File: src/rtl/fetch_pkg.sv
// Shared types and constants for the instruction-fetch stage.
// Latency: n/a (declarations only).
// Backpressure: n/a.
package fetch_pkg;

    // FETCH: request on the bus; WAIT: one request outstanding; HOLD: response parked in skid
    typedef enum logic [1:0] {
        FETCH = 2'd0,
        WAIT  = 2'd1,
        HOLD  = 2'd2
    } fetch_state_e;

    // addi x0, x0, 0 -- harmless filler for an empty IF/ID entry
    localparam logic [31:0] NOP_INSTR = 32'h0000_0013;

    // word stride between sequential fetches
    localparam int PC_INC = 4;

endpackage

File: src/rtl/fetch_unit_if.sv
// Instruction-memory port: valid/ready request, valid-only response.
// Latency: response at least one cycle after request acceptance.
// Backpressure: request side only (imem_req_ready); responses cannot be stalled.
interface fetch_unit_if #(
    parameter int PC_W  = 9,
    parameter int INS_W = 32
) ();

    logic             imem_req_valid;
    logic             imem_req_ready;
    logic [PC_W-1:0]  imem_req_addr;
    logic             imem_rsp_valid;
    logic [INS_W-1:0] imem_rsp_data;

    // fetch-unit side
    modport master (
        output imem_req_valid,
        output imem_req_addr,
        input  imem_req_ready,
        input  imem_rsp_valid,
        input  imem_rsp_data
    );

    // memory side
    modport slave (
        input  imem_req_valid,
        input  imem_req_addr,
        output imem_req_ready,
        output imem_rsp_valid,
        output imem_rsp_data
    );

endinterface

File: src/rtl/fetch_skid_buffer.sv
// One-entry {pc, instr} holding register for a response that IF/ID cannot take yet.
// Latency: contents visible the cycle after load.
// Backpressure: none internally; caller must not load while full (clear wins over load).
module fetch_skid_buffer #(
    parameter int PC_W  = 9,
    parameter int INS_W = 32
) (
    input  logic             clk,
    input  logic             rst,
    input  logic             load,
    input  logic             clear,
    input  logic [PC_W-1:0]  in_pc,
    input  logic [INS_W-1:0] in_instr,
    output logic             valid,
    output logic [PC_W-1:0]  pc,
    output logic [INS_W-1:0] instr
);

    // occupancy flag: clear (flush or drain) takes priority over a new capture
    always_ff @(posedge clk or posedge rst) begin
        if (rst) begin
            valid <= 1'b0;
        end else if (clear) begin
            valid <= 1'b0;
        end else if (load) begin
            valid <= 1'b1;
        end
    end

    // payload only moves on capture; stale data behind valid=0 is harmless
    always_ff @(posedge clk or posedge rst) begin
        if (rst) begin
            pc    <= '0;
            instr <= '0;
        end else if (load && !clear) begin
            pc    <= in_pc;
            instr <= in_instr;
        end
    end

endmodule

File: src/rtl/fetch_unit.sv
// Instruction fetch: owns the PC, issues one word fetch at a time, fills IF/ID, flushes on redirect.
// Latency: request accepted at N, response at N+R, if_valid at N+R+1 (2 cycles/instr on zero-wait memory).
// Backpressure: stall holds IF/ID; a response landing under stall parks in a skid and blocks new requests.
module fetch_unit
    import fetch_pkg::*;
#(
    parameter int              PC_W     = 9,
    parameter int              INS_W    = 32,
    parameter logic [PC_W-1:0] RESET_PC = '0
) (
    input  logic                clk,
    input  logic                reset,
    input  logic                PcSel,
    input  logic [31:0]         BrPC,
    input  logic                stall,
    fetch_unit_if.master        imem,
    output logic                if_valid,
    output logic [PC_W-1:0]     if_pc,
    output logic [INS_W-1:0]    if_instr
);

    fetch_state_e     state_q;
    fetch_state_e     state_nxt;
    logic [PC_W-1:0]  pc_q;
    logic [PC_W-1:0]  inflight_pc_q;
    logic             discard_q;

    logic             req_hs;
    logic             if_accept;
    logic             load_rsp;
    logic             skid_load;
    logic             skid_to_if;
    logic             skid_clear;
    logic             skid_valid;
    logic [PC_W-1:0]  skid_pc;
    logic [INS_W-1:0] skid_instr;
    logic [PC_W-1:0]  redirect_pc;

    // target is word-aligned and truncated to the PC width
    assign redirect_pc = {BrPC[PC_W-1:2], 2'b00};

    logic unused_brpc;
    assign unused_brpc = ^{BrPC[31:PC_W], BrPC[1:0]};

    assign req_hs    = imem.imem_req_valid && imem.imem_req_ready;
    // IF/ID can take a new entry when empty or being consumed this cycle
    assign if_accept = !if_valid || !stall;

    // FSM state register
    always_ff @(posedge clk or posedge reset) begin
        if (reset) begin
            state_q <= FETCH;
        end else begin
            state_q <= state_nxt;
        end
    end

    // FSM next state; a redirect never leaves us in HOLD
    always_comb begin
        state_nxt = state_q;
        unique case (state_q)
            FETCH: begin
                if (req_hs) begin
                    state_nxt = WAIT;
                end
            end
            WAIT: begin
                if (imem.imem_rsp_valid) begin
                    if (PcSel || discard_q || if_accept) begin
                        state_nxt = FETCH;
                    end else begin
                        state_nxt = HOLD;
                    end
                end
            end
            HOLD: begin
                if (PcSel || !stall) begin
                    state_nxt = FETCH;
                end
            end
            default: state_nxt = FETCH;
        endcase
    end

    // FSM outputs: bus request and the IF/ID / skid steering strobes
    always_comb begin
        imem.imem_req_valid = (state_q == FETCH) && !reset;
        imem.imem_req_addr  = pc_q;
        load_rsp   = (state_q == WAIT) && imem.imem_rsp_valid && !PcSel && !discard_q && if_accept;
        skid_load  = (state_q == WAIT) && imem.imem_rsp_valid && !PcSel && !discard_q && !if_accept;
        skid_to_if = (state_q == HOLD) && skid_valid && !PcSel && !stall;
        skid_clear = PcSel || skid_to_if;
    end

    // PC: redirect overrides the sequential increment even on a same-cycle handshake
    always_ff @(posedge clk or posedge reset) begin
        if (reset) begin
            pc_q <= RESET_PC;
        end else if (PcSel) begin
            pc_q <= redirect_pc;
        end else if (req_hs) begin
            pc_q <= pc_q + PC_W'(PC_INC);
        end
    end

    // remember which address the outstanding response belongs to
    always_ff @(posedge clk or posedge reset) begin
        if (reset) begin
            inflight_pc_q <= '0;
        end else if (req_hs) begin
            inflight_pc_q <= pc_q;
        end
    end

    // discard marks an outstanding response as wrong-path after a redirect
    always_ff @(posedge clk or posedge reset) begin
        if (reset) begin
            discard_q <= 1'b0;
        end else if (PcSel) begin
            discard_q <= ((state_q == FETCH) && req_hs) ||
                         ((state_q == WAIT) && !imem.imem_rsp_valid);
        end else if ((state_q == WAIT) && imem.imem_rsp_valid) begin
            discard_q <= 1'b0;
        end
    end

    // IF/ID register: flush > fresh response > skid drain > consume; holds under stall
    always_ff @(posedge clk or posedge reset) begin
        if (reset) begin
            if_valid <= 1'b0;
            if_pc    <= '0;
            if_instr <= INS_W'(NOP_INSTR);
        end else if (PcSel) begin
            if_valid <= 1'b0;
        end else if (load_rsp) begin
            if_valid <= 1'b1;
            if_pc    <= inflight_pc_q;
            if_instr <= imem.imem_rsp_data;
        end else if (skid_to_if) begin
            if_valid <= 1'b1;
            if_pc    <= skid_pc;
            if_instr <= skid_instr;
        end else if (!stall) begin
            if_valid <= 1'b0;
        end
    end

    fetch_skid_buffer #(
        .PC_W  (PC_W),
        .INS_W (INS_W)
    ) u_skid (
        .clk      (clk),
        .rst      (reset),
        .load     (skid_load),
        .clear    (skid_clear),
        .in_pc    (inflight_pc_q),
        .in_instr (imem.imem_rsp_data),
        .valid    (skid_valid),
        .pc       (skid_pc),
        .instr    (skid_instr)
    );

endmodule
File: src/flat_wrapper.sv
// flat-port wrapper written by rule: the top's interface ports become plain ports
module fetch_unit_flat import fetch_pkg::*;
#(
    parameter int              PC_W     = 9,
    parameter int              INS_W    = 32,
    parameter logic [PC_W-1:0] RESET_PC = '0
)
  (clk, reset, PcSel, BrPC, stall, if_valid, if_pc, if_instr, imem_imem_req_valid, imem_imem_req_addr, imem_imem_req_ready, imem_imem_rsp_valid, imem_imem_rsp_data);
  fetch_unit_if #(.PC_W(PC_W), .INS_W(INS_W)) imem_i ();
  input  logic clk;
  input  logic reset;
  input  logic PcSel;
  input  logic [31:0] BrPC;
  input  logic stall;
  output logic if_valid;
  output logic [PC_W-1:0] if_pc;
  output logic [INS_W-1:0] if_instr;
  output wire logic [$bits(imem_i.imem_req_valid)-1:0] imem_imem_req_valid;
  output wire logic [$bits(imem_i.imem_req_addr)-1:0] imem_imem_req_addr;
  input wire logic [$bits(imem_i.imem_req_ready)-1:0] imem_imem_req_ready;
  input wire logic [$bits(imem_i.imem_rsp_valid)-1:0] imem_imem_rsp_valid;
  input wire logic [$bits(imem_i.imem_rsp_data)-1:0] imem_imem_rsp_data;
  assign imem_imem_req_valid = imem_i.imem_req_valid;
  assign imem_imem_req_addr = imem_i.imem_req_addr;
  assign imem_i.imem_req_ready = imem_imem_req_ready;
  assign imem_i.imem_rsp_valid = imem_imem_rsp_valid;
  assign imem_i.imem_rsp_data = imem_imem_rsp_data;
  fetch_unit #(.PC_W(PC_W), .INS_W(INS_W), .RESET_PC(RESET_PC)) u_core (.clk(clk), .reset(reset), .PcSel(PcSel), .BrPC(BrPC), .stall(stall), .imem(imem_i), .if_valid(if_valid), .if_pc(if_pc), .if_instr(if_instr));
endmodule
File: config.mk
export PLATFORM = sky130hd
export DESIGN_NAME = fetch_unit_flat
export DESIGN_NICKNAME = d
export VERILOG_FILES = /design/src/rtl/fetch_pkg.sv /design/src/rtl/fetch_unit_if.sv /design/src/rtl/fetch_skid_buffer.sv /design/src/rtl/fetch_unit.sv /design/src/flat_wrapper.sv
export SDC_FILE = /design/constraint.sdc
export NUM_CORES = 1
export LEC_CHECK = 0
export CAP_MARGIN = 15
export CORE_ASPECT_RATIO = 1.5
export CORE_MARGIN = 1.5
export CORE_UTILIZATION = 55
export CTS_BUF_LIST = sky130_fd_sc_hd__clkbuf_4 sky130_fd_sc_hd__clkbuf_8
export CTS_CLUSTER_SIZE = 30
export DETAILED_ROUTE_END_ITERATION = 10
export PLACE_DENSITY = 0.94
export SYNTH_ARGS = -nofsm -noshare
export SYNTH_HDL_FRONTEND = slang
export SYNTH_HIERARCHICAL = 1
export SYNTH_SLANG_ARGS = --single-unit
File: constraint.sdc
create_clock -name clk -period 4.9 [get_ports clk]
set_input_delay 0.98 -clock clk [delete_from_list [all_inputs] [get_ports clk]]
set_output_delay 0.98 -clock clk [all_outputs]
set_load 0.01 [all_outputs]
==> flow_summary_export.csv, run 1 <==
group,metric,value,unit
clock_tree,root_buffer,"clkbuf_8",
synthesis,synth_cells,433,
clock_tree,holdBufCountCts,0,
synthesis,yosysWarnings,6,
clock_tree,numCtsBuffers,9,
detailed_routing,routedWlPerCell,20.8,um
global_route,grt_pass1_wl,20.8,mm
placement,hpwl,7.74,mm
synthesis,synth-edff-count,0,
timing,setup_viol,0,
die,die_area,9240,um2
die,coreArea,8410,um2
finish,drive_gt1_share,15.0,%
die,initial_core_util,56.6,%
die,die_y,117,um
setup_path,cp_top_family,"buffers and inverters",
timing,worst_pin_slew,1030,ps
die,num_rows,41,
outcome,status,"finished clean",
clock_tree,cts_max_level,3,
timing,rsz0062_at_grt,"no",
hold_path,hold_class,"reg2reg",
global_route,track_usage,29.5,%
setup_path,required,5160,ps
power_and_ir_drop,power_density,384,nW/um2
finish,nets,572,
power_and_ir_drop,p_total,0.00225,W
timing,fmax,285,MHz
clock_tree,cts-resized-gates,0,
setup_path,cp_cell_sequence,"clkdlybuf4s50_1 -> or3b_1 -> buf_4 -> o21ai_0 -> nor2b_4 -> buf_12 -> mux2_2",
global_route,grt_max_degree,46,
placement,dp_cells,597,
synthesis,ys_seq_area_share,53.1,%
detailed_routing,antenna_left,0,
global_route,first_global_vias,4153,
setup_path,slowest_delay,770,ps
power_and_ir_drop,leakage,2.35,nW
synthesis,synth_common_cells,"dfrtp_1 (98), o21ai_0 (47), a31oi_1 (44), nand3_1 (44)",
setup_path,start_kind,"input pin",
global_route,grt-ovfl-total,0,
timing,slew_headroom,31.0,%
setup_path,cp_num_buf_inv,3,
finish,finish.utilization,69.6,%
setup_path,critPathCaptureType,"flop",
detailed_routing,num_vias,4029,
run,maxCapViolCount,0,
synthesis,ys_types,39,
synthesis,synthArstFlopShare,100,%
synthesis,synthTopCellsByArea,"dfrtp_1 (51%), mux2_4 (13%), a31oi_1 (5.8%)",
clock_tree,post-cts-setup-buffer-count,0,
finish,final_cells,613,
global_route,antenna_found_initial,0,
setup_path,crit_slowest_cell,"clkdlybuf4s50_1",
clock_tree,clk_pin_slew,90,ps
detailed_routing,drcViolationCount,0,
clock_tree,clkLatencyLatePin,370,ps
synthesis,synth_area,4760,um2
timing,hold_viol_final,0,
power_and_ir_drop,vdd_drop_max,0.206,mV
detailed_routing,wl,12.7,mm
finish,syn2layout_area_growth,22.9,%
clock_tree,cts_max_path_buffers,2,
setup_path,path_class,"in2reg",
placement,portBuffers,94,
detailed_routing,drtPass1Iterations,5,
synthesis,ys.flop_type,"dfrtp_1",
die,io_pins,122,
finish,diodes,0,
timing,fin_crit_sh,71.7,%
synthesis,synth_top_area_cell,"dfrtp_1",
setup_path,cp.arrival,3770,ps
detailed_routing,drt_iter0_drc,548,
detailed_routing,route.detailed.vias_per_inst,6.57,
timing,fin_skew,9.08,ps
clock_tree,cts_tree,"done",
synthesis,synth-seq-cells,101,
timing,min_period,3510,ps
placement,place_congestion,0.823,
clock_tree,clock_sinks,101,
setup_path,critPathMaxFanout,43,
synthesis,synth.most_common_cell,"dfrtp_1",
die,die_w,79.0,um
timing,tns,0,ps
synthesis,yosysTopAreaCellShare,51.5,%
timing,drv_slew,0,
synthesis,avgSynthCellArea,11.0,um2
==> cell usage in the layout (no fill, tap or decap), types with 7 or more instances in the layout <==
| master | netlist | layout |
|---|---|---|
| a31oi_1 | 44 | 44 |
| buf_4 | 2 | 7 |
| nor4_1 | 39 | 39 |
| nand3_1 | 44 | 44 |
| o21ai_0 | 47 | 47 |
| dfrtp_1 | 98 | 98 |
| clkbuf_8 | 0 | 10 |
| mux2_4 | 40 | 40 |
| nand2_1 | 26 | 26 |
| clkdlybuf4s50_1 | 0 | 94 |
==> power breakdown <==
part / total (W) / switching (W) / internal, W / leakage [nW]
combinational: 0.000660 / 0.000295 / 0.000366 / 0.993
sequential: 0.00110 / 0.000101 / 0.00100 / 1.27
clock: 0.000488 / 0.000279 / 0.000208 / 0.0892
total: 0.00225 / 0.000675 / 0.00157 / 2.35
==> path summary, 6_finish.rpt <==
| check | start | to | slack [ps] | cells past startpoint |
|---|---|---|---|---|
| worst max-delay path | PcSel | u_core/u_skid/instr[12]$_DFFE_PP0P_ | 1390 | 7 |
| worst min-delay path | u_core/u_skid/instr[10]$_DFFE_PP0P_ | u_core/u_skid/instr[10]$_DFFE_PP0P_ | 520 | 1 |
| worst max register to register | u_core/state_q[1]$_DFFE_PP0P_ | u_core/u_skid/instr[12]$_DFFE_PP0P_ | 1850 | 5 |
| worst min register to register | u_core/u_skid/instr[10]$_DFFE_PP0P_ | u_core/u_skid/instr[10]$_DFFE_PP0P_ | 520 | 1 |
| max in group asynchronous | reset | u_core/if_instr[0]$_DFFE_PP1P_ | 2820 | 3 |
| min in group asynchronous | reset | u_core/discard_q$_DFFE_PP0P_ | 1170 | 2 |
==> per-stage QoR <==
step / hold WS, ps / setup slack [ps] / cell area (um2)
detailed placement: 492 / 1060 / 5680
global route: 537 / 1300 / 5850
floorplan: 469 / 2140 / 4770
CTS: 518 / 1440 / 5850
finish: 520 / 1390 / 5850
global placement: 487 / 1140 / 5680
==> cell type report <==
type	count	area, um2
fill	619	2560
inverter	4	15.0
tap	107	134
clock buffer	12	153
multi-input combinational	283	1980
timing repair buffer	102	1010
sequential	101	2530
clock inverter	4	25.0
==> sequential cells by signal, summed over array words and instances, names as in the netlist, 2 cells and up <==
signal and cells:
u_core/u_skid/pc 9, u_core/imem.imem_req_addr 7, u_core/inflight_pc_q 7, u_core/state_q 2
u_core/u_skid/instr 32, u_core/if_pc 9, u_core/if_instr 32
==> routing by layer <==
metal	track usage [%]	part of all wire (%)	vias to the layer above
li1	-	-	1737
met4	17.3	3.7	0
met5	0	0	-
met3	5.74	7.0	44
met1	35.4	38	2012
met2	49.4	51	236
==> worst reg2reg max path, stage by stage (launching register included) <==
cell and delay [ps]:
dfrtp_1 450, nand2b_2 690, nor3_1 540, nor2b_4 530
buf_12 320, mux2_2 410
==> cells by family (layout without fill, tap and decap cells) <==
kind of cell / Yosys count / in the layout / share of synthesized area [%]
xor gates and xnor gates: 1 / 1 / 0.184
and+or+nand+nor: 135 / 135 / 15.5
AOI/OAI and AO/OA: 100 / 100 / 12.0
adders and majority gates: 1 / 1 / 0.263
muxes: 42 / 42 / 13.1
DFF: 101 / 101 / 53.1
other: 1 / 4 / 0.0787
buffers and inverters: 52 / 122 / 5.80
Note: power is estimated with default switching activity, not from simulation.
==> run 2, diff against run 1 <==
--- a/config.mk
+++ b/config.mk
@@ -8,11 +8,11 @@
 export CAP_MARGIN = 15
 export CORE_ASPECT_RATIO = 1.5
 export CORE_MARGIN = 1.5
-export CORE_UTILIZATION = 55
+export CORE_UTILIZATION = 51
 export CTS_BUF_LIST = sky130_fd_sc_hd__clkbuf_4 sky130_fd_sc_hd__clkbuf_8
 export CTS_CLUSTER_SIZE = 30
 export DETAILED_ROUTE_END_ITERATION = 10
-export PLACE_DENSITY = 0.94
+export PLACE_DENSITY = 0.89
 export SYNTH_ARGS = -nofsm -noshare
 export SYNTH_HDL_FRONTEND = slang
 export SYNTH_HIERARCHICAL = 1
==> constraint.sdc (replaced) <==
create_clock -name clk -period 3.3 [get_ports clk]
set_input_delay 0.66 -clock clk [delete_from_list [all_inputs] [get_ports clk]]
set_output_delay 0.66 -clock clk [all_outputs]
set_load 0.01 [all_outputs]
==> run 2 against run 1 <==
  * Utilization is 4.2 points lower
  * Critical endpoint is now u_core/u_skid/pc[3]$_DFFE_PP0P_
  * Count of clock-buffer cells in the layout fell by 1
  * Setup slack got worse by 680 ps
  * Clock skew fell by 0.57 ps
  * Die area grew 7.6%
  * Sequential cell count unchanged
  * Via count is 0.84% lower
  * Sequential share of layout area decreased by 0.89 points
  * Combinational power rose by 48%
  * Highest routed layer unchanged
  * Global-route usage shrank 3.2 points
  * Final cell count increased by 2.3%
==> flow_summary_export.csv, run 2 (synthesis results as in run 1) <==
group,metric,value,unit
outcome,status,"finished clean",
setup_path,cp.arrival,2840,ps
detailed_routing,drtPass1Iterations,6,
setup_path,r2r_start,"u_core/discard_q$_DFFE_PP0P_",
finish,fill_cells,690,
finish,finish.utilization,65.3,%
die,io_pins,122,
global_route,grt_max_degree,45,
finish,nets,581,
setup_path,crit_slowest_cell,"clkdlybuf4s50_1",
placement,dpl-instance-area,5750,um2
timing,setup_viol,0,
power_and_ir_drop,leakage,2.42,nW
die,die_area,9940,um2
setup_path,critPathMaxFanout,17,
finish,final_common_cell,"dfrtp_1",
hold_path,hold_class,"reg2reg",
clock_tree,root_buffer,"clkbuf_8",
setup_path,path_class,"in2reg",
global_route,use_met1,32.3,%
timing,min_period,2590,ps
finish,final_cell_mix,"dfrtp_1 (98), clkdlybuf4s50_1 (94), o21ai_0 (47), nand3_1 (44), a31oi_1 (44)",
timing,layout_setup_ws,709,ps
clock_tree,clkLatencyLatePin,370,ps
setup_path,required,3550,ps
placement,place_congestion,0.804,
global_route,first_global_vias,4111,
die,initial_core_util,52.1,%
hold_path,hold_start,"u_core/u_skid/instr[26]$_DFFE_PP0P_",
global_route,antenna_found_initial,0,
die,die_w,81.9,um
timing,fin_crit_sh,78.5,%
timing,tns,0,ps
detailed_routing,drt_iter0_drc,328,
global_route,track_usage,26.3,%
clock_tree,cts_max_level,3,
die,num_rows,43,
timing,drv_slew,0,
detailed_routing,routedWlPerCell,20.2,um
run,maxCapViolCount,0,
global_route,grt_use_met3,4.81,%
finish,drive_gt1_share,16.3,%
clock_tree,cts_tree,"done",
setup_path,r2r-end,"u_core/u_skid/pc[3]$_DFFE_PP0P_",
placement,hpwl,7.87,mm
timing,fmax,386,MHz
detailed_routing,route.detailed.vias_per_inst,6.37,
clock_tree,cts_max_path_buffers,2,
detailed_routing,wl,12.6,mm
placement,dp_worst_setup_slack,420,ps
die,coreArea,9150,um2
global_route,busiest_layer,"met2",
clock_tree,numCtsBuffers,9,
detailed_routing,antenna_left,0,
placement,portBuffers,94,
setup_path,regToRegSetupSlack,1090,ps
detailed_routing,num_vias,3995,
setup_path,critPathCaptureType,"flop",
setup_path,start_kind,"input pin",
timing,worst_pin_slew,942,ps
timing,slew_headroom,37.1,%
setup_path,ff2ff_path_depth,5,
finish,syn2layout_area_growth,25.5,%
setup_path,cp_cell_sequence,"clkdlybuf4s50_1 -> or3b_1 -> nor3_1 -> nor2b_4 -> buf_4 -> mux2_4",
clock_tree,holdBufCountCts,0,
clock_tree,clock_sinks,101,
timing,fin_skew,8.51,ps
die,die_y,121,um
global_route,grt_pass1_wl,20.1,mm
hold_path,hold_path_end,"u_core/u_skid/instr[26]$_DFFE_PP0P_",
timing,rsz0062_at_grt,"no",
power_and_ir_drop,power_density,586,nW/um2
global_route,use_met2,44.1,%
hold_path,whs_path_depth,1,
timing,hold_viol_final,0,
setup_path,slowest_delay,490,ps
clock_tree,post-cts-setup-buffer-count,0,
finish,largestRegisters,"u_core/if_instr (32), u_core/u_skid/instr (32)",
clock_tree,cts-resized-gates,0,
detailed_routing,drcViolationCount,0,
finish,fin_area,5980,um2
power_and_ir_drop,vdd_drop_max,0.338,mV
clock_tree,clk_pin_slew,90,ps
finish,diodes,0,
global_route,grt-ovfl-total,0,
[run 2: stage by stage]
stage	total power [W]	instances	hold slack, ps
4_1_cts	0.00351	627	519
3_5_place_dp	0.00264	611	495
3_3_place_gp	0.00259	611	489
5_1_grt	0.00367	627	532
6_report	0.00350	627	519
2_1_floorplan	0.00204	436	469
[run 2: worst max path at each step]
| stage | start | to |
|---|---|---|
| finish | imem_imem_rsp_valid | u_core/u_skid/pc[3]$_DFFE_PP0P_ |
| global placement | imem_imem_rsp_valid | u_core/u_skid/instr[4]$_DFFE_PP0P_ |
| floorplan | PcSel | u_core/u_skid/instr[0]$_DFFE_PP0P_ |
| CTS | reset | imem_imem_req_valid |
| detailed placement | imem_imem_rsp_valid | u_core/u_skid/instr[1]$_DFFE_PP0P_ |
| global route | reset | imem_imem_req_valid |
[run 2: final cells by class]
class	instances	area (um2)	share of cell area [%]
inverters	4	15.0	0.251
multi-input cells	283	1980	33.2
clock buffers	11	145	2.43
repair buffers	111	1080	18.1
clock inverters	5	82.6	1.38
flip-flops and latches	101	2530	42.3
well taps	112	140	2.34
[run 2: critical path: cells and delay by family]
family / cells / cell delay (ps)
AND/OR/NAND/NOR: 3 / 990
buffers and inverters: 2 / 840
multiplexers: 1 / 340
[run 2: layer usage]
layer | up-vias | wire length, um
met5 | - | 0
met4 | 0 | 264
met3 | 27 | 824
met2 | 200 | 6660
met1 | 2015 | 4900
li1 | 1753 | -
[run 2: report_power, final]
part,switching (W),leakage [nW],internal [W],total (W)
logic,0.000430,1.04,0.000548,0.000978
clock network,0.000425,0.117,0.000460,0.000884
registers,0.000153,1.27,0.00149,0.00164
